### config.mk
export PLATFORM = sky130hd
export DESIGN_NAME = zynq_gp0_axil_csr_bridge
export DESIGN_NICKNAME = d
export VERILOG_FILES = /design/src/rtl/zynq_gp0_csr_pkg.sv /design/src/rtl/zynq_gp0_csr_fifo.sv /design/src/rtl/zynq_gp0_axil_csr_bridge.sv
export SDC_FILE = /design/constraint.sdc
export NUM_CORES = 1
export LEC_CHECK = 0
export BUFFER_PORTS_ARGS = -buffer_cell sky130_fd_sc_hd__buf_2
export CAP_MARGIN = 20
export CORE_MARGIN = 4
export CORE_UTILIZATION = 59
export DETAILED_ROUTE_END_ITERATION = 10
export GPL_TIMING_DRIVEN = 0
export PLACE_DENSITY = 0.79
export RECOVER_POWER = 50
export REMOVE_ABC_BUFFERS = 1
export SLEW_MARGIN = 25
export SYNTH_ARGS = -nofsm -noshare
export SYNTH_HDL_FRONTEND = slang
export SYNTH_SLANG_ARGS = --single-unit
### constraint.sdc
create_clock -name aclk -period 5 [get_ports aclk]
set_clock_uncertainty 0.2 [all_clocks]
set_input_delay 0.75 -clock aclk [delete_from_list [all_inputs] [get_ports aclk]]
set_output_delay 0.75 -clock aclk [all_outputs]
set_load 0.01 [all_outputs]
### src/rtl/zynq_gp0_csr_pkg.sv
// Shared constants for the GP0 AXI4-Lite CSR bridge: word-offset decode
// values, AXI response codes and the FIFO count width helper.
package zynq_gp0_csr_pkg;

  // Word indices (byte address bits [7:2]) of the FIFO windows
  localparam logic [5:0] IDX_PS2PL_PUSH = 6'h10;
  localparam logic [5:0] IDX_PS2PL_FREE = 6'h11;
  localparam logic [5:0] IDX_PL2PS_POP  = 6'h12;
  localparam logic [5:0] IDX_PL2PS_OCC  = 6'h13;

  localparam logic [1:0] RESP_OKAY   = 2'b00;
  localparam logic [1:0] RESP_SLVERR = 2'b10;

  function automatic int cnt_w(input int els);
    return $clog2(els + 1);
  endfunction

endpackage

### src/rtl/zynq_gp0_csr_fifo.sv
// Single-clock 1R1W word FIFO with occupancy count. Push to full and pop of
// empty are silently ignored; there is no bypass from push to head.
module zynq_gp0_csr_fifo
  import zynq_gp0_csr_pkg::*;
#(
  parameter int DATA_W = 32,
  parameter int ELS    = 8,
  localparam int CNT_W = cnt_w(ELS)
) (
  input  logic              clk,
  input  logic              rst_n,
  input  logic              push,
  input  logic [DATA_W-1:0] push_data,
  input  logic              pop,
  output logic [DATA_W-1:0] head_data,
  output logic [CNT_W-1:0]  count,
  output logic              full,
  output logic              empty
);

  localparam int PTR_W = (ELS > 1) ? $clog2(ELS) : 1;

  logic [DATA_W-1:0] mem_q [ELS];
  logic [PTR_W-1:0]  wr_ptr_q;
  logic [PTR_W-1:0]  rd_ptr_q;
  logic [CNT_W-1:0]  count_q;
  logic              do_push;
  logic              do_pop;

  assign full    = (count_q == CNT_W'(ELS));
  assign empty   = (count_q == '0);
  assign do_push = push & ~full;
  assign do_pop  = pop & ~empty;

  // Pointers wrap naturally because ELS is a power of two
  always_ff @(posedge clk or negedge rst_n) begin
    if (!rst_n) begin
      wr_ptr_q <= '0;
      rd_ptr_q <= '0;
      count_q  <= '0;
    end else begin
      if (do_push) wr_ptr_q <= wr_ptr_q + PTR_W'(1);
      if (do_pop)  rd_ptr_q <= rd_ptr_q + PTR_W'(1);
      if (do_push && !do_pop) begin
        count_q <= count_q + CNT_W'(1);
      end else if (do_pop && !do_push) begin
        count_q <= count_q - CNT_W'(1);
      end
    end
  end

  always_ff @(posedge clk) begin
    if (do_push) mem_q[wr_ptr_q] <= push_data;
  end

  assign head_data = mem_q[rd_ptr_q];
  assign count     = count_q;

endmodule

### src/rtl/zynq_gp0_axil_csr_bridge.sv
// AXI4-Lite slave behind PS GP0: NUM_CSR read/write control registers plus a
// PS->PL command FIFO and a PL->PS response FIFO mapped at 0x40..0x4C.
module zynq_gp0_axil_csr_bridge
  import zynq_gp0_csr_pkg::*;
#(
  parameter int C_AXI_DATA_WIDTH = 32,
  parameter int C_AXI_ADDR_WIDTH = 10,
  parameter int NUM_CSR          = 4,
  parameter int FIFO_ELS         = 8
) (
  input  logic                          aclk,
  input  logic                          aresetn,

  input  logic [C_AXI_ADDR_WIDTH-1:0]   gp0_axi_awaddr,
  input  logic [2:0]                    gp0_axi_awprot,
  input  logic                          gp0_axi_awvalid,
  output logic                          gp0_axi_awready,
  input  logic [C_AXI_DATA_WIDTH-1:0]   gp0_axi_wdata,
  input  logic [C_AXI_DATA_WIDTH/8-1:0] gp0_axi_wstrb,
  input  logic                          gp0_axi_wvalid,
  output logic                          gp0_axi_wready,
  output logic [1:0]                    gp0_axi_bresp,
  output logic                          gp0_axi_bvalid,
  input  logic                          gp0_axi_bready,

  input  logic [C_AXI_ADDR_WIDTH-1:0]   gp0_axi_araddr,
  input  logic [2:0]                    gp0_axi_arprot,
  input  logic                          gp0_axi_arvalid,
  output logic                          gp0_axi_arready,
  output logic [C_AXI_DATA_WIDTH-1:0]   gp0_axi_rdata,
  output logic [1:0]                    gp0_axi_rresp,
  output logic                          gp0_axi_rvalid,
  input  logic                          gp0_axi_rready,

  output logic [NUM_CSR*32-1:0]         csr_data_o,
  output logic [31:0]                   ps2pl_data_o,
  output logic                          ps2pl_v_o,
  input  logic                          ps2pl_yumi_i,
  input  logic [31:0]                   pl2ps_data_i,
  input  logic                          pl2ps_v_i,
  output logic                          pl2ps_ready_o
);

  localparam int DW    = C_AXI_DATA_WIDTH;
  localparam int STRB_W = C_AXI_DATA_WIDTH / 8;
  localparam int CNT_W = cnt_w(FIFO_ELS);

  function automatic logic [DW-1:0] apply_strb(input logic [DW-1:0]     cur,
                                               input logic [DW-1:0]     upd,
                                               input logic [STRB_W-1:0] strb);
    logic [DW-1:0] merged;
    merged = cur;
    for (int b = 0; b < STRB_W; b++) begin
      if (strb[b]) merged[8*b +: 8] = upd[8*b +: 8];
    end
    return merged;
  endfunction

  logic              rst_done;
  logic              aw_held_p0;
  logic [5:0]        aw_idx_p0;
  logic              w_held_p0;
  logic [DW-1:0]     w_data_p0;
  logic [STRB_W-1:0] w_strb_p0;
  logic              bvld_p1;
  logic [1:0]        bresp_p1;
  logic              rvld_p1;
  logic [1:0]        rresp_p1;
  logic [DW-1:0]     rdata_p1;
  logic [DW-1:0]     csr_q [NUM_CSR];

  logic              aw_hs;
  logic              w_hs;
  logic              ar_hs;
  logic              wr_commit;
  logic              wr_is_csr;
  logic [1:0]        wr_resp;
  logic              ps_push;
  logic [5:0]        ar_idx;
  logic [DW-1:0]     rd_data;
  logic [1:0]        rd_resp;
  logic              rd_pop;

  logic [CNT_W-1:0]  ps_cnt;
  logic              ps_full;
  logic              ps_empty;
  logic [31:0]       pl_head;
  logic [CNT_W-1:0]  pl_cnt;
  logic              pl_full;
  logic              pl_empty;

  logic              unused_bits;
  assign unused_bits = ^{gp0_axi_awaddr[C_AXI_ADDR_WIDTH-1:8], gp0_axi_awaddr[1:0],
                         gp0_axi_araddr[C_AXI_ADDR_WIDTH-1:8], gp0_axi_araddr[1:0],
                         gp0_axi_awprot, gp0_axi_arprot};

  // Readies stay low until the first clock after reset release
  assign gp0_axi_awready = rst_done & ~aw_held_p0 & ~bvld_p1;
  assign gp0_axi_wready  = rst_done & ~w_held_p0 & ~bvld_p1;
  assign gp0_axi_arready = rst_done & ~rvld_p1;
  assign pl2ps_ready_o   = rst_done & ~pl_full;

  assign aw_hs = gp0_axi_awvalid & gp0_axi_awready;
  assign w_hs  = gp0_axi_wvalid & gp0_axi_wready;
  assign ar_hs = gp0_axi_arvalid & gp0_axi_arready;

  // ---- stage p0: write commit decode from the AW/W holding registers ----
  assign wr_commit = aw_held_p0 & w_held_p0;
  assign wr_is_csr = (int'(aw_idx_p0) < NUM_CSR);
  assign ps_push   = wr_commit & (aw_idx_p0 == IDX_PS2PL_PUSH);

  always_comb begin
    wr_resp = RESP_SLVERR;
    if (wr_is_csr) begin
      wr_resp = RESP_OKAY;
    end else begin
      case (aw_idx_p0)
        IDX_PS2PL_PUSH: wr_resp = ps_full ? RESP_SLVERR : RESP_OKAY;
        IDX_PS2PL_FREE: wr_resp = RESP_OKAY;
        IDX_PL2PS_OCC:  wr_resp = RESP_OKAY;
        default:        wr_resp = RESP_SLVERR;
      endcase
    end
  end

  // ---- stage p0: read decode, sampled in the AR handshake cycle ----
  assign ar_idx = gp0_axi_araddr[7:2];

  always_comb begin
    rd_data = '0;
    rd_resp = RESP_OKAY;
    rd_pop  = 1'b0;
    if (int'(ar_idx) < NUM_CSR) begin
      for (int i = 0; i < NUM_CSR; i++) begin
        if (ar_idx == 6'(i)) rd_data = csr_q[i];
      end
    end else begin
      case (ar_idx)
        IDX_PS2PL_PUSH: rd_data = '0;
        IDX_PS2PL_FREE: rd_data = DW'(CNT_W'(FIFO_ELS) - ps_cnt);
        IDX_PL2PS_OCC:  rd_data = DW'(pl_cnt);
        IDX_PL2PS_POP: begin
          if (!pl_empty) begin
            rd_data = DW'(pl_head);
            rd_pop  = 1'b1;
          end else begin
            rd_resp = RESP_SLVERR;
          end
        end
        default: rd_resp = RESP_SLVERR;
      endcase
    end
  end

  // ---- stage p1: handshake control and B/R response registers ----
  always_ff @(posedge aclk or negedge aresetn) begin
    if (!aresetn) begin
      rst_done   <= 1'b0;
      aw_held_p0 <= 1'b0;
      w_held_p0  <= 1'b0;
      bvld_p1    <= 1'b0;
      bresp_p1   <= RESP_OKAY;
      rvld_p1    <= 1'b0;
      rresp_p1   <= RESP_OKAY;
    end else begin
      rst_done <= 1'b1;

      if (wr_commit)  aw_held_p0 <= 1'b0;
      else if (aw_hs) aw_held_p0 <= 1'b1;

      if (wr_commit) w_held_p0 <= 1'b0;
      else if (w_hs) w_held_p0 <= 1'b1;

      if (wr_commit) begin
        bvld_p1  <= 1'b1;
        bresp_p1 <= wr_resp;
      end else if (gp0_axi_bready) begin
        bvld_p1 <= 1'b0;
      end

      if (ar_hs) begin
        rvld_p1  <= 1'b1;
        rresp_p1 <= rd_resp;
      end else if (gp0_axi_rready) begin
        rvld_p1 <= 1'b0;
      end
    end
  end

  always_ff @(posedge aclk) begin
    if (aw_hs) aw_idx_p0 <= gp0_axi_awaddr[7:2];
    if (w_hs) begin
      w_data_p0 <= gp0_axi_wdata;
      w_strb_p0 <= gp0_axi_wstrb;
    end
    if (ar_hs) rdata_p1 <= rd_data;
  end

  always_ff @(posedge aclk or negedge aresetn) begin
    if (!aresetn) begin
      for (int i = 0; i < NUM_CSR; i++) csr_q[i] <= '0;
    end else if (wr_commit && wr_is_csr) begin
      for (int i = 0; i < NUM_CSR; i++) begin
        if (aw_idx_p0 == 6'(i)) csr_q[i] <= apply_strb(csr_q[i], w_data_p0, w_strb_p0);
      end
    end
  end

  for (genvar g = 0; g < NUM_CSR; g++) begin : g_csr_out
    assign csr_data_o[32*g +: 32] = csr_q[g][31:0];
  end

  assign gp0_axi_bvalid = bvld_p1;
  assign gp0_axi_bresp  = bresp_p1;
  assign gp0_axi_rvalid = rvld_p1;
  assign gp0_axi_rresp  = rresp_p1;
  assign gp0_axi_rdata  = rdata_p1;

  zynq_gp0_csr_fifo #(
    .DATA_W (32),
    .ELS    (FIFO_ELS)
  ) u_ps2pl_fifo (
    .clk       (aclk),
    .rst_n     (aresetn),
    .push      (ps_push),
    .push_data (w_data_p0[31:0]),
    .pop       (ps2pl_yumi_i),
    .head_data (ps2pl_data_o),
    .count     (ps_cnt),
    .full      (ps_full),
    .empty     (ps_empty)
  );

  assign ps2pl_v_o = ~ps_empty;

  zynq_gp0_csr_fifo #(
    .DATA_W (32),
    .ELS    (FIFO_ELS)
  ) u_pl2ps_fifo (
    .clk       (aclk),
    .rst_n     (aresetn),
    .push      (pl2ps_v_i & pl2ps_ready_o),
    .push_data (pl2ps_data_i),
    .pop       (ar_hs & rd_pop),
    .head_data (pl_head),
    .count     (pl_cnt),
    .full      (pl_full),
    .empty     (pl_empty)
  );

endmodule
Yosys cells after proc, flatten, opt, wreduce, memory -nomap -nowiden
Memories as Yosys holds them, arrays and structs flattened.
Index checks and enable logic that the tools add are counted.
{"block": "totals", "reg_bits": 231, "latchBits": 0, "mem_bits_rw": 512, "mem_bits_ro": 0, "in_bits": 103, "output_inout_bits": 203, "elab_cells": 155, "n_memories": 2}
{"block": "classes", "n_addsub": 9, "multipliers": 0, "div_mod_pow": 0, "magnitude_cmp": 2, "eq_ne": 15, "shift": 0, "mux": 32, "bitwise_logic": 25, "n_reduce_logical": 37}
{"name": "u_pl2ps_fifo.mem_q", "depth": 8, "width": 32, "read_ports": 1, "rd_clocked_by_memory_dff": 0, "wr": 1, "line_no": "zynq_gp0_csr_fifo.sv:23", "rtl": "logic [DATA_W-1:0] mem_q [ELS];"}
{"name": "u_ps2pl_fifo.mem_q", "depth": 8, "width": 32, "read_ports": 1, "rd_clocked_by_memory_dff": 0, "wr": 1, "line_no": "zynq_gp0_csr_fifo.sv:23"}
{"op": "32-bit two-way mux", "n": 6}
{"op": "32-bit case mux with 3 select lines", "n": 1}
{"op": "3-bit AND reduction", "n": 16}
{"op": "6-bit by 5-bit == test with 1-bit output, second input constant", "n": 7}
{"op": "6-bit by 2-bit == test with 1-bit output, second input constant", "n": 4}
{"op": "1-bit AND", "n": 17}
{"op": "4-bit two-way mux", "n": 4}
{"op": "1-bit two-way mux", "n": 15}
{"op": "3-bit by 1-bit adder with 3-bit output, second input constant", "n": 4}
{"op": "6-bit by 1-bit == test with 1-bit output, second input constant", "n": 2}
{"op": "6-bit zero test", "n": 2}
{"op": "6-bit by 3-bit less-than comparator with 1-bit output, second input constant", "n": 2}
{"op": "2-bit nonzero test", "n": 6}
{"op": "4-bit by 1-bit adder with 4-bit output, second input constant", "n": 2}
{"op": "4-bit == test, second input constant", "n": 2}
{"op": "4-bit zero test", "n": 2}
{"op": "2-bit two-way mux", "n": 4}
{"op": "1-bit inverter", "n": 8}
{"op": "2-bit case mux with 2 select lines", "n": 2}
{"op": "4-bit by 1-bit subtractor with 4-bit output, second input constant", "n": 2}
{"op": "1-bit logical AND", "n": 5}
{"op": "4-bit by 4-bit subtractor with 5-bit output, first input constant", "n": 1}
{"op": "1-bit zero test", "n": 4}
{"op": "3-bit OR reduction", "n": 1}
{"op": "2-bit OR reduction", "n": 1}

Longest topological paths before layout
Gate-level depths: netlist of the first run.
{"block": "depth", "word_depth": 9, "ltp_mapped": 12, "mapped_depth_nobuf": 12}

Modules after synthesis
Synthesis of the first run repeated with hierarchy kept, for this count alone.
{"block": "unflattened", "cells_unflattened": 1482, "hier_area_um2": 29443.2}
{"mod": "zynq_gp0_csr_fifo", "n_inst": 2, "cells_each": 434, "area_per_inst_um2": 10282.4}
{"mod": "zynq_gp0_axil_csr_bridge", "n_inst": 1, "cells_each": 614, "area_per_inst_um2": 8878.5}

Worst setup path before layout of the first run
OpenSTA, ideal clock, no wires.
{"block": "synth_path", "kind": "register -> register", "startpoint": "reg aw_idx_p0[3]", "endpoint": "mem u_ps2pl_fifo.mem_q[0][0] (enable)", "arrival_ps": 3560, "required_ps": 4339, "slack_ps": 779, "stages_incl_launch_ff": 6, "n_path_buf": 1, "cell_sequence": "edfxtp_1 -> nor3_1 -> and4_1 -> clkbuf_1 -> nand2b_1 -> nor3_1"}
{"block": "synth_via", "elab_chain_cells": 5}
{"item": "start: declaration", "line_no": "zynq_gp0_axil_csr_bridge.sv:61", "rtl": "logic [5:0] aw_idx_p0;"}
{"item": "start signal: assignment", "line_no": "zynq_gp0_axil_csr_bridge.sv:191", "rtl": "if (aw_hs) aw_idx_p0 <= gp0_axi_awaddr[7:2];"}
{"item": "6-bit by 5-bit == test with 1-bit output", "line_no": "zynq_gp0_axil_csr_bridge.sv:110", "rtl": "assign ps_push = wr_commit & (aw_idx_p0 == IDX_PS2PL_PUSH);"}
{"item": "1-bit AND", "line_no": "zynq_gp0_axil_csr_bridge.sv:110"}
{"item": "1-bit AND", "line_no": "zynq_gp0_csr_fifo.sv:32", "rtl": "assign do_push = push & ~full;"}
{"item": "net u_ps2pl_fifo.do_push", "line_no": "zynq_gp0_csr_fifo.sv:27", "rtl": "logic do_push;"}
{"item": "1-bit two-way mux", "line_no": "zynq_gp0_csr_fifo.sv:53", "rtl": "if (do_push) mem_q[wr_ptr_q] <= push_data;"}
{"item": "1-bit two-way mux (implied by the code)", "line_no": "zynq_gp0_csr_fifo.sv:53"}
{"item": "end: declaration", "line_no": "zynq_gp0_csr_fifo.sv:23"}
The timed path passes the listed nets, and every way through them passes these cells.

Worst setup path after layout of the first run
{"block": "layout_path", "startpoint": "reg bvld_p1 (netlist: gp0_axi_bvalid)", "endpoint": "reg w_data_p0[26] (enable)"}
{"block": "layout_via", "elab_chain_cells": 3}
{"item": "start: declaration", "line_no": "zynq_gp0_axil_csr_bridge.sv:65", "rtl": "logic bvld_p1;"}
{"item": "start signal: assignment", "line_no": "zynq_gp0_axil_csr_bridge.sv:161", "rtl": "bvld_p1 <= 1'b0;"}
{"item": "start signal: assignment", "line_no": "zynq_gp0_axil_csr_bridge.sv:175", "rtl": "bvld_p1 <= 1'b1;"}
{"item": "start signal: assignment", "line_no": "zynq_gp0_axil_csr_bridge.sv:178", "rtl": "bvld_p1 <= 1'b0;"}
{"item": "1-bit inverter", "line_no": "zynq_gp0_axil_csr_bridge.sv:99", "rtl": "assign gp0_axi_wready = rst_done & ~w_held_p0 & ~bvld_p1;"}
{"item": "1-bit AND", "line_no": "zynq_gp0_axil_csr_bridge.sv:99"}
{"item": "1-bit AND", "line_no": "zynq_gp0_axil_csr_bridge.sv:104", "rtl": "assign w_hs = gp0_axi_wvalid & gp0_axi_wready;"}
{"item": "net w_hs", "line_no": "zynq_gp0_axil_csr_bridge.sv:73", "rtl": "logic w_hs;"}
{"item": "end signal: assignment", "line_no": "zynq_gp0_axil_csr_bridge.sv:193", "rtl": "w_data_p0 <= gp0_axi_wdata;"}
{"item": "end: declaration", "line_no": "zynq_gp0_axil_csr_bridge.sv:63", "rtl": "logic [DW-1:0] w_data_p0;"}
The timed path passes the listed nets, and every way through them passes these cells.
A chain may end at the register's enable or synchronous reset.

==> results.cfg, run 1 <==
[outcome]
status = complete, but fails checks
violations = max-capacitance violations, max-slew violations

[timing]
tightest_slew_ps = 3519
relSlewSlack = -1.346
rsz0062_at_grt = no
drv_slew = 116
finalSetupViolations = 0
finalHoldViolCount = 0
timing.fmax_mhz = 253.1
period_share = 0.7901
finalSetupTns_ps = 0
fin_crit_ps = 3950
whs_ps = 123.8

[clock_tree]
cts_htree_levels = 3
root_buffer = clkbuf_16
cts_made_buffers = 75
clk_latency_ps = 610
cts_tree = built
path_clk_slew_ps = 60
clockBufferDepth = 3
cts_sinks = 741
ctsResizeCount = 0

[synth]
async_flop_share = 0.2092
synth_top_area_frac = 0.6048
synth-seq-cells = 741
synth_compound_area_frac = 0.03479
synth_xor_area_frac = 0.004214
netlist_instances = 1472
ys_seq_area_frac = 0.7381
synth.distinct_cells = 56
synth_top_cell_by_area = edfxtp_1
syn_area_per_cell_um2 = 19.77
synthesis.area_um2 = 29100
ys.flop_type = edfxtp_1
synth_edf_count = 586
synthAdderAreaFrac = 0.006106
synth-simple-area-share = 0.02731
synth_top_family_by_area = multiplexers
yosysWarnings = 0
synth_area_leaders = edfxtp_1 (60%), dfrtp_1 (13%), mux4_2 (10%)
muxShareOfSynthArea = 0.1773

[floorplan]
initial_core_util = 0.5956
dieWidth_um = 230.1
pin_count = 306
rows = 81
die-area_um2 = 52930
core_area_um2 = 48850
die_y_um = 230.1

[worst_setup_path]
critPathKind = flop to flop
worstSetupEndpointType = flop
startpoint_type = flop
r2r-start = gp0_axi_bvalid
crit_arrival_ps = 3880
path_cells = nand2b_1, nor2_1, and2_0
crit_path_max_fanout = 37
cp-startpoint = gp0_axi_bvalid
crit_slowest_cell = and2_0
worstPathRequired_ps = 4930
slowest_delay_ps = 2510

[power]
power.leakage_nw = 12.47
p_per_area_nw_per_um2 = 455.8
peakVddDrop_mv = 0.2268

[cells_and_area]
fill_cells = 3002
final_cells = 2555
area_growth_pct = 18.22
post-route-util = 0.7041
drive_above_1_share = 0.3803
final_nets = 1947
stdcell_area_um2 = 34400

[placed_design]
hpwl_mm = 47.41
place_area_um2 = 32150
place_inst = 2416
place.gp.congestion = 0.8338
port_buffers = 289

[global_routing]
grtUsageTotal = 0.2772
grt_pass1_vias = 16800
gr-total-overflow = 0
grt_max_degree = 79
antenna_found_initial = 5
grt_pass1_wl_mm = 108.5

[route]
first_pass_iters = 5
antenna_left = 0
via_per_inst = 6.288
post_drt_wl_per_cell_um = 28.66
drc_errors = 0
vias = 16070
totalWireLength_mm = 73.24
drt_iter0_markers = 1637

[flow_run]
drv_cap = 2

[hold_path]
min_path_type = primary input to flop
worstHoldStart = gp0_axi_wdata[11]
[sequential cells by signal, indices dropped and copies added (netlist names), 3 cells and up]
register and flops:
w_strb_p0 4, aw_idx_p0 6, u_ps2pl_fifo.mem_q 256, u_pl2ps_fifo.mem_q 256, u_ps2pl_fifo.wr_ptr_q 3, u_ps2pl_fifo.count 4, u_pl2ps_fifo.count 4, u_pl2ps_fifo.rd_ptr_q 3
csr_data_o 128, gp0_axi_rdata 32, u_ps2pl_fifo.rd_ptr_q 3, w_data_p0 32, u_pl2ps_fifo.wr_ptr_q 3
[worst paths after layout]
| check | to | slack, ps | cells after the start |
|---|---|---|---|
| worst max-delay path | w_data_p0[26] | 1050 | 3 |
| worst min-delay path | w_data_p0[11] | 120 | 1 |
| worst max register to register | w_data_p0[26] | 1050 | 3 |
| worst min register to register | gp0_axi_rresp[1] | 310 | 2 |
| max in group asynchronous | u_pl2ps_fifo.rd_ptr_q[2] | 1980 | 2 |
| min in group asynchronous | csr_data_o[7] | 1130 | 2 |
[cell families (layout without fill, tap and decap cells)]
kind of cell	count (synthesis)	count (layout)
xor gates and xnor gates	14	14
buffers and inverters	77	492
adders and majority gates	13	13
and+or+nand+nor	143	143
DFF	741	741
muxes	329	329
AOI/OAI and AO/OA	153	153
other	2	6
[report_power, final]
group	switching, W	internal, W
Clock	0.00225	0.00310
Sequential	0.000475	0.00711
Combinational	0.00136	0.00138
[per-layer routing]
| metal | vias to the layer above | wire length (um) | GRT usage |
|---|---|---|---|
| li1 | 6668 | - | - |
| met1 | 8393 | 27240 | 0.3656 |
| met2 | 804 | 36520 | 0.4465 |
| met3 | 197 | 5866 | 0.05736 |
| met4 | 4 | 3589 | 0.1384 |
| met5 | - | 22 | 0 |
[cell usage after synthesis, types with 11 or more instances]
| library cell | number |
|---|---|
| edfxtp_1 | 586 |
| mux2_2 | 195 |
| dfrtp_1 | 155 |
| mux4_2 | 129 |
| o211ai_1 | 57 |
| o21ai_0 | 44 |
| clkbuf_1 | 42 |
| nand2b_1 | 39 |
| nand2_1 | 31 |
| o22ai_1 | 30 |
| buf_2 | 17 |
| nor2_1 | 17 |
| nor3_1 | 13 |
| ha_1 | 11 |
[cell type report]
cell class | instances | area [um2] | area share
repair buffers | 349 | 2286 | 0.06646
multi-input cells | 655 | 7412 | 0.2155
well taps | 664 | 830.8 | 0.02415
diodes | 3 | 7.507 | 0.0002183
clock inverters | 23 | 160.2 | 0.004656
inverters | 9 | 36.28 | 0.001055
clock buffers | 111 | 2168 | 0.06304
flip-flops and latches | 741 | 21500 | 0.6249
[critical path, delay by kind of cell, from the launching register on]
family        cells  cell delay [ps]
simple gates      3             2810
flops             1              400
[cell usage in the layout, fill, tap and decap left out, types with 4 or more instances in the layout]
cell / n
edfxtp_1: 586
buf_2: 197
mux2_2: 195
dfrtp_1: 149
mux4_2: 129
clkbuf_1: 120
clkbuf_16: 80
o211ai_1: 57
o21ai_0: 44
nand2b_1: 38
nand2_1: 31
o22ai_1: 30
buf_4: 19
buf_16: 17
nor2_4: 12
ha_1: 11
buf_12: 11
xnor2_1: 10
clkinv_1: 10
nor3_1: 9
nor2_2: 9
clkinv_2: 9
buf_6: 9
inv_1: 8
nor2b_1: 6
nor2_1: 5
clkbuf_8: 5
dfrtp_4: 5
xor2_1: 4
nor3_2: 4
nand4b_1: 4
[timing repair]
item                      CTS  global route
setup buffers               0             0
hold endpoints to repair   77             0
hold buffers                1             0
[metrics by stage]
| stage | setup WS, ps | power [W] |
|---|---|---|
| finish | 1050 | 0.01568 |
| global route | 949.7 | 0.01624 |
| CTS | 1153 | 0.01577 |
| detailed placement | 660.0 | 0.01044 |
| global placement | -2426 | 0.01032 |
| floorplan | 501.9 | 0.009297 |
Power figures use the tool's default switching activity.
==> run 2: changes to the inputs <==
==> constraint.sdc (replaced) <==
create_clock -name aclk -period 3.8 [get_ports aclk]
set_clock_uncertainty 0.2 [all_clocks]
set_input_delay 0.57 -clock aclk [delete_from_list [all_inputs] [get_ports aclk]]
set_output_delay 0.57 -clock aclk [all_outputs]
set_load 0.01 [all_outputs]
==> run 2 against run 1 <==
Effect of this change:
- the run still ends with max-capacitance violations, max-slew violations left
- critical path type unchanged
- die area unchanged
- global-route usage increased by 0.44 points
- highest routed layer unchanged
- largest cell class unchanged
- core utilization increased by 0.67 points
==> results.cfg, run 2 (synthesis gave the netlist of run 1 again) <==
[outcome]
status = complete, but fails checks
violations = max-capacitance violations, max-slew violations

[cells_and_area]
area_growth_pct = 19.35
final_cells = 2597
layout_commonest_cell = edfxtp_1
register_area_um2 = 21500
final_nets = 1990
multi_input_area_um2 = 7418
post-route-util = 0.7109
final_cell_mix = edfxtp_1 (586), mux2_2 (195), clkbuf_1 (190), dfrtp_1 (149), mux4_2 (129)
stdcell_area_um2 = 34730
fill_cells = 2974
drive_above_1_share = 0.3351

[worst_setup_path]
worst-r2r-setup-slack_ps = 170
path_cells = nor3_1, and4_1, nand2b_1, nor3_2, buf_4, buf_4
worstPathRequired_ps = 3910
crit_path_max_fanout = 7
crit_arrival_ps = 3730
startpoint_type = flop
slowest_delay_ps = 860
cpMostUsedCell = buf_4
worstSetupEndpointType = flop
crit_slowest_cell = nor3_1
critPathKind = flop to flop

[floorplan]
rows = 81
pin_count = 306
dieWidth_um = 230.1
initial_core_util = 0.5956
die_y_um = 230.1
die-area_um2 = 52930
core_area_um2 = 48850

[clock_tree]
clk_latency_ps = 610
path_clk_slew_ps = 60
cts_made_buffers = 75
clockBufferDepth = 3
cts_tree = built
cts_sinks = 741
root_buffer = clkbuf_16
cts_htree_levels = 3

[timing]
finalHoldViolCount = 0
period_share = 0.9544
relSlewSlack = -0.6887
tightest_slew_ps = 2533
setup_slack_ps = 173.3
fin_crit_ps = 3627
timing.fmax_mhz = 275.7
drv_slew = 116
rsz0062_at_grt = no
finalSetupViolations = 0

[global_routing]
grtUsageTotal = 0.2816
antenna_found_initial = 4
grt_max_degree = 79
gr-total-overflow = 0
grt_pass1_vias = 17080
grt_pass1_wl_mm = 110.1

[route]
totalWireLength_mm = 74.32
vias = 16330
first_pass_iters = 5
via_per_inst = 6.288
antenna_left = 0
post_drt_wl_per_cell_um = 28.62
drt_iter0_markers = 1746
drc_errors = 0

[placed_design]
dp_slack_ps = -360.0
place_area_um2 = 32150
place.gp.congestion = 0.8338
port_buffers = 289
place_inst = 2416
hpwl_mm = 47.41

[power]
p_per_area_nw_per_um2 = 594.9
peakVddDrop_mv = 0.2985
power.leakage_nw = 12.34
finalPower_w = 0.02066

[hold_path]
min_path_type = primary input to flop

[flow_run]
drv_cap = 2
==> run 2: final timing paths <==
kind,startpoint,to,depth (start not counted)
hold reg to reg,gp0_axi_rresp[1],gp0_axi_rresp[1],2
setup reg to reg,aw_idx_p0[3],u_ps2pl_fifo.mem_q[0][27],6
min in group asynchronous,aresetn,csr_data_o[66],2
hold / removal,ps2pl_yumi_i,u_ps2pl_fifo.rd_ptr_q[2],3
setup / recovery,aw_idx_p0[3],u_ps2pl_fifo.mem_q[0][27],6
max in group asynchronous,aresetn,u_pl2ps_fifo.rd_ptr_q[2],2
==> run 2: metrics by stage <==
| stage | hold slack [ps] | TNS (ps) |
|---|---|---|
| CTS | 8.533 | 0 |
| global route | 90.36 | 0 |
| detailed placement | 292.9 | -368.3 |
| finish | 89.91 | 0 |
| global placement | 273.1 | -1047540 |
| floorplan | 74.41 | -59690 |
==> run 2: final cells by class <==
| cell class | instances | area share |
|---|---|---|
| timing repair buffer | 392 | 0.07520 |
| clock buffer | 111 | 0.06244 |
| multi-input combinational | 655 | 0.2136 |
| tap | 664 | 0.02392 |
| inverter | 9 | 0.001045 |
| clock inverter | 23 | 0.004612 |
| antenna | 2 | 0.0001441 |
| sequential | 741 | 0.6190 |
==> run 2: critical path, delay by kind of cell, from the launching register on <==
| kind | cells | cell delay [ps] |
|---|---|---|
| AND/OR/NAND/NOR | 4 | 2260 |
| flip-flops | 1 | 380 |
| buffers and inverters | 2 | 480 |
==> run 2: repair_timing <==
action / in CTS / in global routing
resized for setup: 0 / 1
endpoints found under the hold margin: 121 / 0
setup endpoints to repair: 0 / 7
hold buffers: 45 / 0
buffers inserted: 0 / 0
==> run 2: report_power, final <==
part	internal, W	switching, W	total [W]
Clock	0.00408	0.00296	0.00704
Combinational	0.00183	0.00180	0.00363
Sequential	0.00936	0.000632	0.00999
==> run 2: layer usage <==
layer | track usage | up-vias | part of all wire
met2 | 0.4544 | 916 | 0.49
li1 | - | 6739 | -
met3 | 0.05748 | 209 | 0.086
met5 | 0 | - | 0.00030
met4 | 0.1420 | 4 | 0.051
met1 | 0.3705 | 8462 | 0.37
==> run 3: changes to the inputs <==
--- a/config.mk
+++ b/config.mk
@@ -9,6 +9,7 @@
 export CAP_MARGIN = 20
 export CORE_MARGIN = 4
 export CORE_UTILIZATION = 59
+export CTS_BUF_LIST = sky130_fd_sc_hd__clkbuf_4 sky130_fd_sc_hd__clkbuf_8 sky130_fd_sc_hd__clkbuf_16
 export DETAILED_ROUTE_END_ITERATION = 10
 export GPL_TIMING_DRIVEN = 0
 export PLACE_DENSITY = 0.79
@@ -17,4 +18,5 @@
 export SLEW_MARGIN = 25
 export SYNTH_ARGS = -nofsm -noshare
 export SYNTH_HDL_FRONTEND = slang
+export SYNTH_HIERARCHICAL = 1
 export SYNTH_SLANG_ARGS = --single-unit
==> run 3 against run 2 <==
Effect of this change:
- die area is 1.2% higher
- register-to-register slack better by 50 ps
- routed wire length is 2.8% lower
- the run still ends with max-capacitance violations, max-slew violations left
- largest power group unchanged
- flip-flop and latch count stayed put
- via count is 1.2% lower
- cell count hardly changed
- critical path depth is 4 higher
- area after synthesis is 1.2% higher
- first-iteration DRC count is 11% lower
- non-clock buffer count is 6 lower
==> results.cfg, run 3 <==
[synth]
synth_edf_count = 586
synth-seq-cells = 741
synth_area_leaders = edfxtp_1 (60%), dfrtp_1 (13%), mux4_2 (8.4%)
synth_commonest_cells = edfxtp_1 (586), mux2_2 (197), dfrtp_1 (155)
synth_top_area_frac = 0.5977
synthesis.area_um2 = 29440
synth.distinct_cells = 56
async_flop_share = 0.2092
synth_most_common_cell = edfxtp_1
netlist_instances = 1482
yosysWarnings = 6
syn_area_per_cell_um2 = 19.87
synth_top_cell_by_area = edfxtp_1
ys_seq_area_frac = 0.7294
ys.flop_type = edfxtp_1

[cells_and_area]
stdcell_area_um2 = 35130
final_cell_mix = edfxtp_1 (586), mux2_2 (197), buf_2 (159), dfrtp_1 (149), clkbuf_1 (128)
area_growth_pct = 19.33
fill_cells = 2899
layout_commonest_cell = edfxtp_1
final_cells = 2595
drive_above_1_share = 0.3582
final_nets = 1987

[placed_design]
place_area_um2 = 32260
hpwl_mm = 47.15
place.gp.congestion = 0.8507
place_inst = 2409
dp_slack_ps = -532.3
port_buffers = 289

[hold_path]
min_path_type = primary input to flop
hold_depth = 1
worstHoldStart = pl2ps_data_i[4]
whs_endpoint = u_pl2ps_fifo/mem_q[6][4]

[flow_run]
drv_cap = 2

[clock_tree]
root_buffer = clkbuf_16
cts_tree = built
clockBufferDepth = 3
path_clk_slew_ps = 60
cts_htree_levels = 3
clk_latency_ps = 610
cts_made_buffers = 74
cts_sinks = 741

[floorplan]
dieWidth_um = 231.4
core_area_um2 = 49150
die-area_um2 = 53540
initial_core_util = 0.5990
pin_count = 306
die_y_um = 231.4
rows = 81

[outcome]
status = complete, but fails checks
violations = max-capacitance violations, max-slew violations

[worst_setup_path]
worst-r2r-setup-slack_ps = 220
worstReg2RegEnd = u_pl2ps_fifo/count[3]
crit_path_max_fanout = 8
critPathKind = flop to flop
worstPathRequired_ps = 4090
r2r_cells = 10
crit_arrival_ps = 3870
cp-startpoint = u_pl2ps_fifo/count[0]
worstSetupEndpointType = flop
startpoint_type = flop
r2r-start = u_pl2ps_fifo/count[0]

[global_routing]
grt_max_degree = 86
grt_pass1_vias = 16590
antenna_found_initial = 6
grt_pass1_wl_mm = 107.4
grtUsageTotal = 0.2704
gr-total-overflow = 0

[timing]
relSlewSlack = -0.5627
rsz0062_at_grt = no
fin_crit_ps = 3580
period_share = 0.9421
tightest_slew_ps = 2344
drv_slew = 123
finalSetupViolations = 0
timing.fmax_mhz = 279.3
finalHoldViolCount = 0
setup_slack_ps = 220.0

[route]
totalWireLength_mm = 72.27
drc_errors = 0
drt_iter0_markers = 1550
post_drt_wl_per_cell_um = 27.85
first_pass_iters = 5
vias = 16140
antenna_left = 0
via_per_inst = 6.219

[power]
clkPwrFrac = 0.356
pwr-share-comb = 0.167
intPower_w = 0.01555
swShare = 0.2553
peakVddDrop_mv = 0.3803
power.leakage_nw = 12.88
p_seq_frac = 0.477
netSwitchingPower_w = 0.005329
p_per_area_nw_per_um2 = 594.2
==> run 3: worst max path at each step <==
stage | to | depth (start not counted)
floorplan | u_ps2pl_fifo/mem_q[1][0] | 4
global placement | u_ps2pl_fifo/mem_q[1][29] | 4
detailed placement | u_pl2ps_fifo/count[3] | 11
CTS | ps2pl_data_o[14] | 4
global route | u_ps2pl_fifo/count[3] | 10
finish | u_pl2ps_fifo/count[3] | 10
==> run 3: power groups by stage <==
stage / combinational (W) / clock (W) / sequential (W)
after global placement: 0.00299 / 0 / 0.0104
after global routing: 0.00376 / 0.00789 / 0.0100
after floorplan: 0.00201 / 0 / 0.0101
after CTS: 0.00348 / 0.00754 / 0.00998
final: 0.00350 / 0.00743 / 0.00995
after detailed placement: 0.00340 / 0 / 0.0101
==> run 3: cell type report <==
class | count | area (um2) | area share
well taps | 664 | 830.8 | 0.02365
diodes | 2 | 5.005 | 0.0001425
clock buffers | 100 | 2180 | 0.06204
flip-flops and latches | 741 | 21490 | 0.6118
clock inverters | 34 | 339.1 | 0.009651
repair buffers | 386 | 2586 | 0.07361
inverters | 15 | 56.30 | 0.001603
multi-input cells | 653 | 7644 | 0.2176
==> run 3: kinds of logic (layout without fill, tap and decap cells) <==
logic type / count (synthesis) / count (layout) / synth area share
flops: 741 / 741 / 0.7294
mux: 331 / 331 / 0.1780
simple gates: 171 / 171 / 0.03251
compound gates: 121 / 121 / 0.03302
buf+inv: 89 / 535 / 0.01662
xor+xnor: 14 / 14 / 0.004165
fa+ha+maj: 13 / 13 / 0.006034
other cells: 2 / 5 / 0.0002551
==> run 3: per-stage QoR <==
stage	hold slack, ps	setup TNS (ps)	util	power [W]
2_1_floorplan	74.41	-95740	-	0.01212
3_3_place_gp	265.2	-1035930	0.6366	0.01338
3_5_place_dp	276.3	-5151	0.6564	0.01355
4_1_cts	0.7002	0	0.7174	0.02100
5_1_grt	111.3	0	0.7147	0.02166
6_report	105.4	0	0.7148	0.02088
==> run 3: metal layers <==
layer | track usage | part of all wire | vias up
met3 | 0.05703 | 0.081 | 164
met5 | 0 | 0.00076 | -
met1 | 0.3595 | 0.37 | 8358
li1 | - | - | 6808
met2 | 0.4450 | 0.50 | 801
met4 | 0.1075 | 0.040 | 8
==> run 3: worst max-delay path, cell delays in order, from the launching register on <==
cell      delay [ps]
dfrtp_1          490
nor4_1           730
nor4_4           140
nor3b_1          190
o41ai_2          140
ha_1             350
inv_1            130
ha_1             380
or4_1            500
o211ai_1         120
o211ai_1         100
==> run 3: timing repair <==
| item | CTS | global route |
|---|---|---|
| hold endpoints to repair | 144 | 0 |
| setup buffers | 0 | 3 |
| resized for setup | 2 | 1 |
| endpoints found under the setup margin | 58 | 10 |
| pin swaps | 0 | 1 |
| hold buffers | 47 | 0 |
